$ cat src/rtl/fetch_npc.sv
// Fetch-stage PC, next-PC selection and IF/ID pipeline register for the
// five-stage MIPS core. Branches and jumps resolve in D with one delay slot.
module fetch_npc #(
   parameter logic [31:0] PC_RESET = 32'h0000_3000
) (
   input  logic        clk,
   input  logic        reset,
   input  logic        stall,
   input  logic [31:0] instr_f,
   input  logic [2:0]  npc_op,
   input  logic        is_branch,
   input  logic [15:0] imm16_d,
   input  logic [25:0] index_d,
   input  logic [31:0] rs_d,
   output logic [31:0] pc_f,
   output logic [31:0] instr_d,
   output logic [31:0] pc_d,
   output logic [31:0] pc8_d,
   output logic        misalign_f
);

   localparam int unsigned XLEN    = 32;
   localparam int unsigned IMM_W   = 16;
   localparam int unsigned INDEX_W = 26;

   localparam logic [2:0] OP_BRANCH = 3'd1;
   localparam logic [2:0] OP_JUMP   = 3'd2;
   localparam logic [2:0] OP_JREG   = 3'd3;

   logic [XLEN-1:0] npc;
   logic [XLEN-1:0] seq_pc;
   logic [XLEN-1:0] br_off;
   logic [XLEN-1:0] br_target;
   logic [XLEN-1:0] j_target;

   // Candidate targets; all arithmetic wraps modulo 2^32
   always_comb begin
      seq_pc    = pc_f + XLEN'(4);
      br_off    = {{(XLEN-IMM_W-2){imm16_d[IMM_W-1]}}, imm16_d, 2'b00};
      br_target = pc_d + XLEN'(4) + br_off;
      j_target  = {pc_d[XLEN-1:INDEX_W+2], index_d, 2'b00};
   end

   // Next-PC select from the decode-stage control; undefined ops fall through
   always_comb begin
      npc = seq_pc;
      case (npc_op)
         OP_BRANCH: if (is_branch) npc = br_target;
         OP_JUMP:   npc = j_target;
         OP_JREG:   npc = rs_d;
         default:   npc = seq_pc;
      endcase
   end

   // PC and IF/ID register; a stall holds everything so the D instruction
   // re-presents its redirect and it is applied exactly once on release
   always_ff @(posedge clk) begin
      if (reset) begin
         pc_f    <= PC_RESET;
         instr_d <= '0;
         pc_d    <= '0;
      end else if (!stall) begin
         pc_f    <= npc;
         instr_d <= instr_f;
         pc_d    <= pc_f;
      end
   end

   // Link address and fetch alignment flag, no register stage
   always_comb begin
      pc8_d      = pc_d + XLEN'(8);
      misalign_f = |pc_f[1:0];
   end

endmodule

$ cat config.mk
export PLATFORM = sky130hd
export DESIGN_NAME = fetch_npc
export DESIGN_NICKNAME = d
export VERILOG_FILES = /design/src/rtl/fetch_npc.sv
export SDC_FILE = /design/constraint.sdc
export NUM_CORES = 1
export LEC_CHECK = 0
export ABC_CLOCK_PERIOD_IN_PS = 10300
export CAP_MARGIN = 20
export CELL_PAD_IN_SITES_DETAIL_PLACEMENT = 0
export CELL_PAD_IN_SITES_GLOBAL_PLACEMENT = 1
export CORE_ASPECT_RATIO = 1.5
export CORE_MARGIN = 2
export CORE_UTILIZATION = 36
export DETAILED_ROUTE_END_ITERATION = 16
export PLACE_DENSITY_LB_ADDON = 0.1
export SLEW_MARGIN = 10
export SYNTH_ARGS = -nofsm -noshare
export SYNTH_HDL_FRONTEND = slang
export SYNTH_SLANG_ARGS = --single-unit
$ cat constraint.sdc
create_clock -name clk -period 10.3 [get_ports clk]
set_input_delay 2.06 -clock clk [delete_from_list [all_inputs] [get_ports clk]]
set_output_delay 2.06 -clock clk [all_outputs]
set_load 0.02 [all_outputs]
==> results.md, run 1 <==
- Status: finished, final reports clean
- Mapped Area: around 0.0072 sq mm
- Vias in the first global route: 7,564
- Critical Path RT: roughly 8200 ps
- Reg clk slew, reported paths: 80 ps
- Pre-CTS setup slack: between 4000 and 5000 ps
- Slew @ Worst Pin: between 900 and 1000 ps
- DP Cell Count: between 1,000 and 1,500
- First-pass GRT wire length: slightly above 40,000 um
- F_max: between 150 and 200 MHz
- Overall Global Routing Usage: 0.2479
- Post-CTS sizing: 0
- First DRT Iteration DRCs: 317
- Setup WS post-layout: ~4700 ps
- Pins Over Slew Limit: 0
- Minimum clock period: between 5000 and 6000 ps
- Register-to-Register Path Depth: 10
- CP Data Arrival Time: 3500 ps
- Syn. warnings: 0
- Number of synthesized flops with an enable pin: 0
- I/O Buffers: 241
- Top_reg_cell synth: dfxtp_1
- Share of post-route cells with drive strength above 1: 0.03680
- Post-DRT Antenna Nets: 0
- Worst setup EP type: output port
- RR Startpoint: pc_d[3]
- Antenna cells: 0
- Synth Instances: about 870
- Clk_lat worst skew: 370 ps
- Setup Fix Bufs, Post-CTS: 0
- LEAKAGE: about 4.1 nW
- Commonest cells post-synth: 113 x nor2_1, 96 x dfxtp_1, 67 x mux2i_1
- Largest net degree at the start of global routing: around 80
- Fin cells: about 1,300
- R2R Path End: pc_f[29]
- Yosys top cell area share: 0.2677
- Critical Path End: pc8_d[28]
- Sequential cell area: about 0.0019 sq mm
- Maximum clock path buffer count: 2
- Vias: about 7,500
- Unrepaired setup endpoints after global routing: no
- Most frequent cell after synthesis: nor2_1
- Hold Vio Cnt, Final: 0
- Critical Path Fanout Max: 7
- Post-synthesis cell type count: 65
- Top cells by area, synth: dfxtp_1 27%, ha_1 10%, mux2i_1 9.3%, nor2_1 5.9%, xnor2_1 5.1%
- Final net count: approximately 1,300
- Initial Util: 0.3643
- Die W: between 100 and 150 um
- Initial antenna violation count: 0
- Clock root cell: clkbuf_16
- Worst Clk Skew: between 7 and 8 ps
- WL final: approximately 26,000 um
- Worst Setup SP: pc_d[18]
- Max Cap Viol: 0
- CTS tree: yes
- Synthesized flop and latch total: 96
- Core Footprint: ~0.020 sq mm
- Multi-input logic area: 0.004972 sq mm
- Setup TNS: 0 ps
- Area growth syn-to-layout: 40.36%
- Max VDD drop: roughly 0.069 mV
- Fill cells: 1,933
- H-tree Lvls: 3
- Hold buffer count at CTS: 0
- GRT overflow: 0
- Worst R2R Setup Slack: 6680 ps
- Cell Pwr Density: between 100 and 150 mW/mm^2
- Post-synthesis sequential area ratio: 0.2677
- WL per Instance: approximately 20 um
- Drt drc: 0
- I/O pin cnt: 242
- Row count: 63
- Setup crit start kind: flip-flop
- Clock Sinks: 96
- Hpwl dp: 19,660 um
- Die height: around 180 um
- Kind of critical path: flip-flop to output port
- Drt pass-1 iters: 4
- Post-synth top area cell: dfxtp_1
- Period utilization: 0.5398
- Ys async rst share: 0
- RePlAce Congestion: around 0.85
- Die ar.: 0.02111 sq mm
- Hold path depth: 2
- Syn Area/Cell: 8.233 sq um
- Synthesized net count: 1,045
- Rel. slew slack: 0.3493
- Layout Utilization: 0.5114
- Finish-stage setup viols: 0
- Vias per std cell: between 5 and 6
- Hold crit path type: flip-flop to flip-flop
- CTS Buf Count: 9
==> placed cells by master, fill, tap and decap left out, drive strengths merged, types with 16 or more instances in the layout <==
master	netlist	final
a21oi	48	48
mux2i	67	67
a221oi	24	24
xnor2	42	42
dfxtp	96	96
inv	24	28
o21ai	34	34
a21o	18	18
nand3	39	39
xor2	16	16
ha	59	59
nand4	16	16
nor2	113	113
clkdlybuf4s50	0	239
nand2	42	42
and3	20	20
nor3	20	20
==> critical path, stage by stage (launching register included) <==
cell and delay [ps]:
dfxtp_1 480, and3_1 240, and3_1 230, nand4_1 340
nor3_1 870, nand3_1 180, xnor2_1 170, clkdlybuf4s50_1 620
==> power by group <==
part	leakage [nW]	total, W	internal (W)	switching (W)
clock	0.147	0.000354	0.000172	0.000182
combinational	3.21	0.000320	0.000156	0.000163
sequential	0.789	0.000424	0.000393	0.0000316
==> cell type report <==
cell class                 count  share of cell area
timing repair buffer         249              0.2446
tap                          260             0.03228
clock buffer                   9             0.02235
multi-input combinational    701              0.4934
inverter                      25            0.009312
sequential                    96              0.1907
clock inverter                 7            0.007326
==> layer usage <==
metal	wire length, um	vias to the layer above	GRT usage
met2	13740	229	0.4686
met3	1363	35	0.04381
li1	-	3662	-
met5	0	-	0
met1	10470	3553	0.2744
met4	697	0	0.09167
==> registers in the layout, summed over array words and instances, names as in the netlist <==
register,count
pc_d,32
pc_f,32
instr_d,32
==> kinds of logic (layout without fill, tap and decap cells) <==
logic type / count (synthesis) / count (layout) / synth area share
DFF: 96 / 96 / 0.2677
buffers and inverters: 75 / 290 / 0.04078
AOI/OAI and AO/OA: 223 / 223 / 0.2252
adders and majority gates: 60 / 60 / 0.1056
and+or+nand+nor: 293 / 293 / 0.1966
xor gates and xnor gates: 58 / 58 / 0.07076
muxes: 67 / 67 / 0.09341
==> worst min-delay path by stage <==
stage	startpoint	endpoint	slack [ps]
floorplan	pc_f[0]	pc_f[0]	590
global placement	instr_d[16]	instr_d[16]	470
detailed placement	instr_d[7]	instr_d[7]	490
CTS	instr_d[11]	instr_d[11]	500
global route	instr_d[7]	instr_d[7]	530
finish	instr_d[11]	instr_d[11]	500
==> metrics by stage <==
step / power [W] / area (sq um) / hold slack (ps)
finish: 0.001098 / 10080 / 495.2
floorplan: 0.0006045 / 7179 / 588.2
CTS: 0.001106 / 10080 / 504.3
detailed placement: 0.0007526 / 9778 / 487.7
global placement: 0.0007522 / 9778 / 473.5
global route: 0.001154 / 10080 / 528.2
(Power assumes the default switching activity.)
==> inputs of run 2 (changes only) <==
--- a/config.mk
+++ b/config.mk
@@ -5,13 +5,13 @@
 export SDC_FILE = /design/constraint.sdc
 export NUM_CORES = 1
 export LEC_CHECK = 0
-export ABC_CLOCK_PERIOD_IN_PS = 10300
+export ABC_CLOCK_PERIOD_IN_PS = 5500
 export CAP_MARGIN = 20
 export CELL_PAD_IN_SITES_DETAIL_PLACEMENT = 0
 export CELL_PAD_IN_SITES_GLOBAL_PLACEMENT = 1
 export CORE_ASPECT_RATIO = 1.5
 export CORE_MARGIN = 2
-export CORE_UTILIZATION = 36
+export CORE_UTILIZATION = 34
 export DETAILED_ROUTE_END_ITERATION = 16
 export PLACE_DENSITY_LB_ADDON = 0.1
 export SLEW_MARGIN = 10
==> constraint.sdc (replaced) <==
create_clock -name clk -period 5.5 [get_ports clk]
set_input_delay 1.1 -clock clk [delete_from_list [all_inputs] [get_ports clk]]
set_output_delay 1.1 -clock clk [all_outputs]
set_load 0.02 [all_outputs]
==> run 2 against run 1 <==
Net effect:
- total power grew 88%
- register-to-register slack got worse by 4700 ps
- sequential share of layout area decreased by 0.13 points
- worst setup slack worse by 3900 ps
- largest cell class unchanged
==> results.md, run 2 (same netlist as run 1, synthesis figures left out) <==
- Cell Pwr Density: 203.0 mW/mm^2 (was 109.0 mW/mm^2)
- Vias in the first global route: 7,676 (was 7,564)
- CTS Buf Count: 9 (unchanged)
- GRT overflow: 0 (unchanged)
- Kind of critical path: flip-flop to output port (unchanged)
- Hold Vio Cnt, Final: 0 (unchanged)
- Share of post-route cells with drive strength above 1: 0.04384 (was 0.03680)
- Slew @ Worst Pin: 978.8 ps (was 976.0 ps)
- Largest regs: instr_d x32, pc_d x32, pc_f x32 (unchanged)
- CTS tree: yes (unchanged)
- Sequential cell area: 0.001922 sq mm (unchanged)
- Pint: 0.001353 W (was 0.0007215 W)
- Most common cell after layout, fill and taps aside: clkdlybuf4s50_1 (unchanged)
- Largest net degree at the start of global routing: 56 (was 79)
- Clock Sinks: 96 (unchanged)
- Fill cells: 2,106 (was 1,933)
- Clock power frac: 0.320 (was 0.322)
- RR Startpoint: pc_d[3] (unchanged)
- Register-to-Register Path Depth: 11 (was 10)
- Status: finished, final reports clean (unchanged)
- F_max: between 200 and 250 MHz
- First-pass GRT wire length: 42,460 um (was 41,350 um)
- Setup crit start kind: flip-flop (unchanged)
- WL final: 27,340 um (was 26,280 um)
- Non-Filler Cell Area, Final: 0.01015 sq mm (was 0.01008 sq mm)
- Final net count: 1,263 (was 1,255)
- Initial antenna violation count: 0 (unchanged)
- Switching share of total power: 0.3434 (was 0.3430)
- Drt drc: 0 (unchanged)
- Min Hold Slack: 500.0 ps (was 495.2 ps)
- I/O Buffers: 241 (unchanged)
- Vias per std cell: 5.574 (was 5.552)
- Max VDD drop: 0.1710 mV (was 0.06940 mV)
- H-tree Lvls: 3 (unchanged)
- Rel. slew slack: 0.3424 (was 0.3493)
- Setup TNS: 0 ps (unchanged)
- Share of power burned in registers: 0.386 (about the same)
- Worst R2R Setup Slack: 1970 ps (was 6680 ps)
- Worst Clk Skew: 7.875 ps (was 7.611 ps)
- Antenna cells: 0 (unchanged)
- I/O pin cnt: 242 (unchanged)
- Core Footprint: 0.02090 sq mm (was 0.01971 sq mm)
- Max Cap Viol: 0 (unchanged)
- Clock root cell: clkbuf_16 (unchanged)
- Worst setup EP type: output port (unchanged)
- Hpwl dp: 20,910 um (was 19,660 um)
- CP Data Arrival Time: 3560 ps (was 3500 ps)
- Die height: 182.0 um (was 177.0 um)
- WL per Instance: 20.06 um (was 19.51 um)
- Row count: 65 (was 63)
- RePlAce Congestion: 0.8334 (was 0.8485)
- LEAKAGE: 4.191 nW (was 4.150 nW)
- Minimum clock period: about 4700 ps
- Pins Over Slew Limit: 0 (unchanged)
- Period utilization: 0.8466
- Unrepaired setup endpoints after global routing: no (unchanged)
- Hold crit path type: flip-flop to flip-flop (unchanged)
- Initial Util: 0.3435 (was 0.3643)
- Critical Path RT: 4400 ps (was 8240 ps)
- Overall Global Routing Usage: 0.2453 (was 0.2479)
- Comb pwr share: 0.294 (was 0.291)
- Hold Crit Start: instr_d[4] (was instr_d[11])
- Reported net switching power: 0.0007073 W (was 0.0003766 W)
- Reg clk slew, reported paths: 80 ps (about the same)
- Area growth syn-to-layout: 41.36% (was 40.36%)
- Leading cell types in the layout, fill and taps excluded: 239 x clkdlybuf4s50_1, 112 x nor2_1, 96 x dfxtp_1 (unchanged)
- Post-DRT Antenna Nets: 0 (unchanged)
- Maximum clock path buffer count: 2 (unchanged)
- Area of placed instances: 0.009848 sq mm (was 0.009778 sq mm)
- Hold path depth: 2 (unchanged)
- Critical Path Fanout Max: 7 (unchanged)
- Vias: 7,598 (was 7,479)
- Post-CTS sizing: 0 (unchanged)
- First DRT Iteration DRCs: 428 (was 317)
- Finish-stage setup viols: 0 (unchanged)
- Die ar.: 0.02232 sq mm (was 0.02111 sq mm)
- Multi-input logic area: 0.004972 sq mm (unchanged)
- R2R Path End: pc_f[29] (unchanged)
- Setup Fix Bufs, Post-CTS: 0 (unchanged)
- Die W: 122.6 um (was 119.3 um)
- Clk_lat worst skew: 370 ps (about the same)
- Hold buffer count at CTS: 0 (unchanged)
- Drt pass-1 iters: 5 (was 4)
- Hold endpoint: instr_d[4] (was instr_d[11])
==> run 2: cell count changes in the layout (fill, tap and decap cells not counted) <==
cell and change:
clkinv_8 +1, buf_4 +8, clkinv_2 +1, clkinv_4 -1
inv_8 -1
==> run 2: layout make-up <==
type	count	area share
sequential	96	0.1894
multi-input combinational	701	0.4900
inverter	25	0.009247
clock buffer	9	0.02219
tap	268	0.03304
timing repair buffer	257	0.2488
clock inverter	7	0.007397
==> run 2: stage by stage <==
stage	utilization	instances	total power (W)	setup WS, ps
floorplan	-	872	0.001132	1611
global placement	0.4712	1347	0.001415	982.2
detailed placement	0.4712	1347	0.001416	909.4
CTS	0.4855	1363	0.002082	812.0
global route	0.4855	1363	0.002160	686.2
finish	0.4855	1363	0.002060	843.7
==> run 2: routing by layer <==
layer,vias to the layer above,track usage,wire (um)
li1,3675,-,-
met1,3595,0.2787,10860
met2,271,0.4340,13900
met3,57,0.04680,1532
met4,0,0.1145,1054
met5,-,0,0
==> run 2: worst max-delay path by stage <==
stage                           from   endpoint
after detailed placement  imm16_d[1]   pc_f[29]
after global placement    imm16_d[1]   pc_f[29]
final                       pc_d[18]  pc8_d[28]
after CTS                   pc_d[18]  pc8_d[28]
after floorplan           imm16_d[1]   pc_f[29]
after global routing        pc_d[18]  pc8_d[28]
==> run 2: worst max-delay path: stages, from the launching register on <==
cell	delay, ps
dfxtp_1	490
and3_1	240
and3_1	230
nand4_1	320
nor3_1	900
nand3_1	180
xnor2_1	190
clkdlybuf4s50_1	620
==> run 2: power groups by stage <==
stage	logic, W	clock network (W)	registers, W
after floorplan	0.000290	0	0.000842
after global placement	0.000604	0	0.000811
after CTS	0.000609	0.000678	0.000796
final	0.000606	0.000659	0.000795
after detailed placement	0.000605	0	0.000811
after global routing	0.000658	0.000700	0.000803
==> inputs of run 3 (changes only) <==
--- a/config.mk
+++ b/config.mk
@@ -5,13 +5,13 @@
 export SDC_FILE = /design/constraint.sdc
 export NUM_CORES = 1
 export LEC_CHECK = 0
-export ABC_CLOCK_PERIOD_IN_PS = 5500
+export ABC_CLOCK_PERIOD_IN_PS = 3970
 export CAP_MARGIN = 20
 export CELL_PAD_IN_SITES_DETAIL_PLACEMENT = 0
 export CELL_PAD_IN_SITES_GLOBAL_PLACEMENT = 1
 export CORE_ASPECT_RATIO = 1.5
 export CORE_MARGIN = 2
-export CORE_UTILIZATION = 34
+export CORE_UTILIZATION = 30
 export DETAILED_ROUTE_END_ITERATION = 16
 export PLACE_DENSITY_LB_ADDON = 0.1
 export SLEW_MARGIN = 10
==> constraint.sdc (replaced) <==
create_clock -name clk -period 3.97 [get_ports clk]
set_input_delay 0.794 -clock clk [delete_from_list [all_inputs] [get_ports clk]]
set_output_delay 0.794 -clock clk [all_outputs]
set_load 0.02 [all_outputs]
==> run 3 against run 2 <==
Net effect:
- via count fell by 1.2%
- worst hold slack got worse by 8.7 ps
- wire length rose by 1.5%
- largest power group unchanged
- largest cell class unchanged
- sequential share of layout area fell by 0.71 points
==> results.md, run 3 (same netlist as run 1, synthesis figures left out) <==
- Clk_lat worst skew: 370 ps (about the same)
- Rel. slew slack: 0.3879 (was 0.3424)
- CTS tree: yes (unchanged)
- Pint: 0.002072 W (was 0.001353 W)
- Hpwl dp: 21,480 um (was 20,910 um)
- Pins Over Slew Limit: 0 (unchanged)
- CP Data Arrival Time: 3020 ps (was 3560 ps)
- Unrepaired setup endpoints after global routing: no (unchanged)
- Cell Pwr Density: 286.4 mW/mm^2 (was 203.0 mW/mm^2)
- Max VDD drop: 0.2272 mV (was 0.1710 mV)
- Critical Path RT: 3180 ps (was 4400 ps)
- Clock Sinks: 96 (unchanged)
- Reported net switching power: 0.0009488 W (was 0.0007073 W)
- Setup crit start kind: flip-flop (unchanged)
- Row count: 69 (was 65)
- Worst setup EP type: output port (unchanged)
- Fill cells: 2,360 (was 2,106)
- LEAKAGE: 4.399 nW (was 4.191 nW)
- Comb pwr share: 0.289 (was 0.294)
- Cells along the critical path: ha_1 > nand3_1 > nor2_1 > nand2_1 > or3_1 > xnor2_1 > clkdlybuf4s50_1 (was and3_1 > and3_1 > nand4_1 > nor3_1 > nand3_1 > xnor2_1 > clkdlybuf4s50_1)
- I/O Buffers: 241 (unchanged)
- Finish-stage setup viols: 0 (unchanged)
- Die ar.: 0.02521 sq mm (was 0.02232 sq mm)
- Worst Clk Skew: 13.51 ps (was 7.875 ps)
- Worst path max stage delay: 620 ps (was 900 ps)
- GRT overflow: 0 (unchanged)
- Switching share of total power: 0.3141 (was 0.3434)
- Slew @ Worst Pin: 918.2 ps (was 978.8 ps)
- Kind of critical path: flip-flop to output port (unchanged)
- Critical Path Fanout Max: 8 (was 7)
- WP buf/inv: 1 (unchanged)
- Post-DRT Antenna Nets: 0 (unchanged)
- Clock power frac: 0.347 (was 0.320)
- Reg clk slew, reported paths: 70 ps (was 80 ps)
- First-pass GRT wire length: 42,720 um (was 42,460 um)
- WL per Instance: 19.12 um (was 20.06 um)
- Min Hold Slack: 491.4 ps (was 500.0 ps)
- Minimum clock period: 3815 ps
- Post-CTS sizing: 0 (unchanged)
- Total Power: 0.003021 W (was 0.002060 W)
- H-tree Lvls: 3 (unchanged)
- Period utilization: 0.9609
- Worst R2R Setup Slack: 560 ps (was 1970 ps)
- WL final: 27,750 um (was 27,340 um)
- Area growth syn-to-layout: 46.88% (was 41.36%)
- Maximum clock path buffer count: 2 (unchanged)
- Critical path's slowest cell: clkdlybuf4s50_1 (was nor3_1)
- Initial Util: 0.3046 (was 0.3435)
- Hold Vio Cnt, Final: 0 (unchanged)
- Vias per std cell: 5.174 (was 5.574)
- Most common cell after layout, fill and taps aside: clkdlybuf4s50_1 (unchanged)
- Largest net degree at the start of global routing: 87 (was 56)
- CTS Buf Count: 9 (unchanged)
- Share of post-route cells with drive strength above 1: 0.07509 (was 0.04384)
- Max Cap Viol: 0 (unchanged)
- Drt drc: 0 (unchanged)
- Clock root cell: clkbuf_16 (unchanged)
- Vias in the first global route: 7,563 (was 7,676)
- Overall Global Routing Usage: 0.2195 (was 0.2453)
- First DRT Iteration DRCs: 362 (was 428)
- RePlAce Congestion: 0.8651 (was 0.8334)
- Die W: 130.3 um (was 122.6 um)
- Vias: 7,507 (was 7,598)
- Drt pass-1 iters: 4 (was 5)
- Initial antenna violation count: 0 (unchanged)
- Core Footprint: 0.02357 sq mm (was 0.02090 sq mm)
- I/O pin cnt: 242 (unchanged)
- Leading cell types in the layout, fill and taps excluded: 239 x clkdlybuf4s50_1, 112 x nor2_1, 96 x dfxtp_1 (unchanged)
- Largest regs: instr_d x32, pc_d x32, pc_f x32 (unchanged)
- Status: finished, final reports clean (unchanged)
- Sequential cell area: 0.001922 sq mm (unchanged)
- Crit path max-delay family: simple AND/OR/NAND/NOR gates (unchanged)
- Final net count: 1,300 (was 1,263)
- Share of power burned in registers: 0.363 (was 0.386)
- Hold crit path type: flip-flop to flip-flop (unchanged)
- Multi-input logic area: 0.004972 sq mm (unchanged)
- F_max: roughly 260 MHz
- Antenna cells: 0 (unchanged)
- Die height: 193.5 um (was 182.0 um)
run 3: metal layers:
| metal | part of all wire | global-route usage | vias to the layer above |
|---|---|---|---|
| li1 | - | - | 3753 |
| met3 | 0.051 | 0.04038 | 31 |
| met4 | 0.030 | 0.08921 | 0 |
| met2 | 0.52 | 0.3898 | 206 |
| met5 | 0 | 0 | - |
| met1 | 0.40 | 0.2544 | 3517 |
run 3: cell type report:
cell class / instances / share of cell area
Clock inverter: 7 / 0.01115
Inverter: 25 / 0.008899
Tap cell: 319 / 0.03785
Sequential cell: 96 / 0.1822
Timing Repair Buffer: 294 / 0.2670
Clock buffer: 9 / 0.02136
Multi-Input combinational cell: 701 / 0.4715
run 3: power by group through the flow:
stage	registers (W)	clock network (W)	logic [W]
floorplan	0.00117	0	0.000402
global placement	0.00112	0	0.000877
detailed placement	0.00112	0	0.000878
CTS	0.00110	0.00108	0.000882
global route	0.00111	0.00111	0.000951
finish	0.00110	0.00105	0.000874
run 3: timing repair:
item / CTS / global route
hold buffers: 0 / 0
setup endpoints to repair: 0 / 1
buffers inserted: 0 / 1
run 3: stage by stage:
| step | setup TNS (ps) | cell area [sq um] | setup slack [ps] | std cells | util |
|---|---|---|---|---|---|
| detailed placement | -158.7 | 10190 | -130.5 | 1434 | 0.4326 |
| global route | 0 | 10550 | 12.80 | 1451 | 0.4474 |
| CTS | 0 | 10540 | 75.33 | 1450 | 0.4471 |
| finish | 0 | 10550 | 155.3 | 1451 | 0.4474 |
| global placement | -112.6 | 10190 | -105.1 | 1434 | 0.4326 |
| floorplan | 0 | 7179 | 387.2 | 872 | - |
run 3: final timing paths:
kind                   start    endpoint  cells after the start
setup / recovery     pc_d[3]   pc8_d[29]                      7
hold / removal    instr_d[0]  instr_d[0]                      2
setup reg to reg     pc_d[3]    pc_f[29]                     10
hold reg to reg   instr_d[0]  instr_d[0]                      2
run 3: worst reg2reg max path: cells and delay by family (launching register included):
| family | cells | cell delay [ps] |
|---|---|---|
| AOI/OAI and AO/OA | 6 | 1640 |
| DFF | 1 | 520 |
| adders and majority gates | 3 | 950 |
| and+or+nand+nor | 1 | 210 |
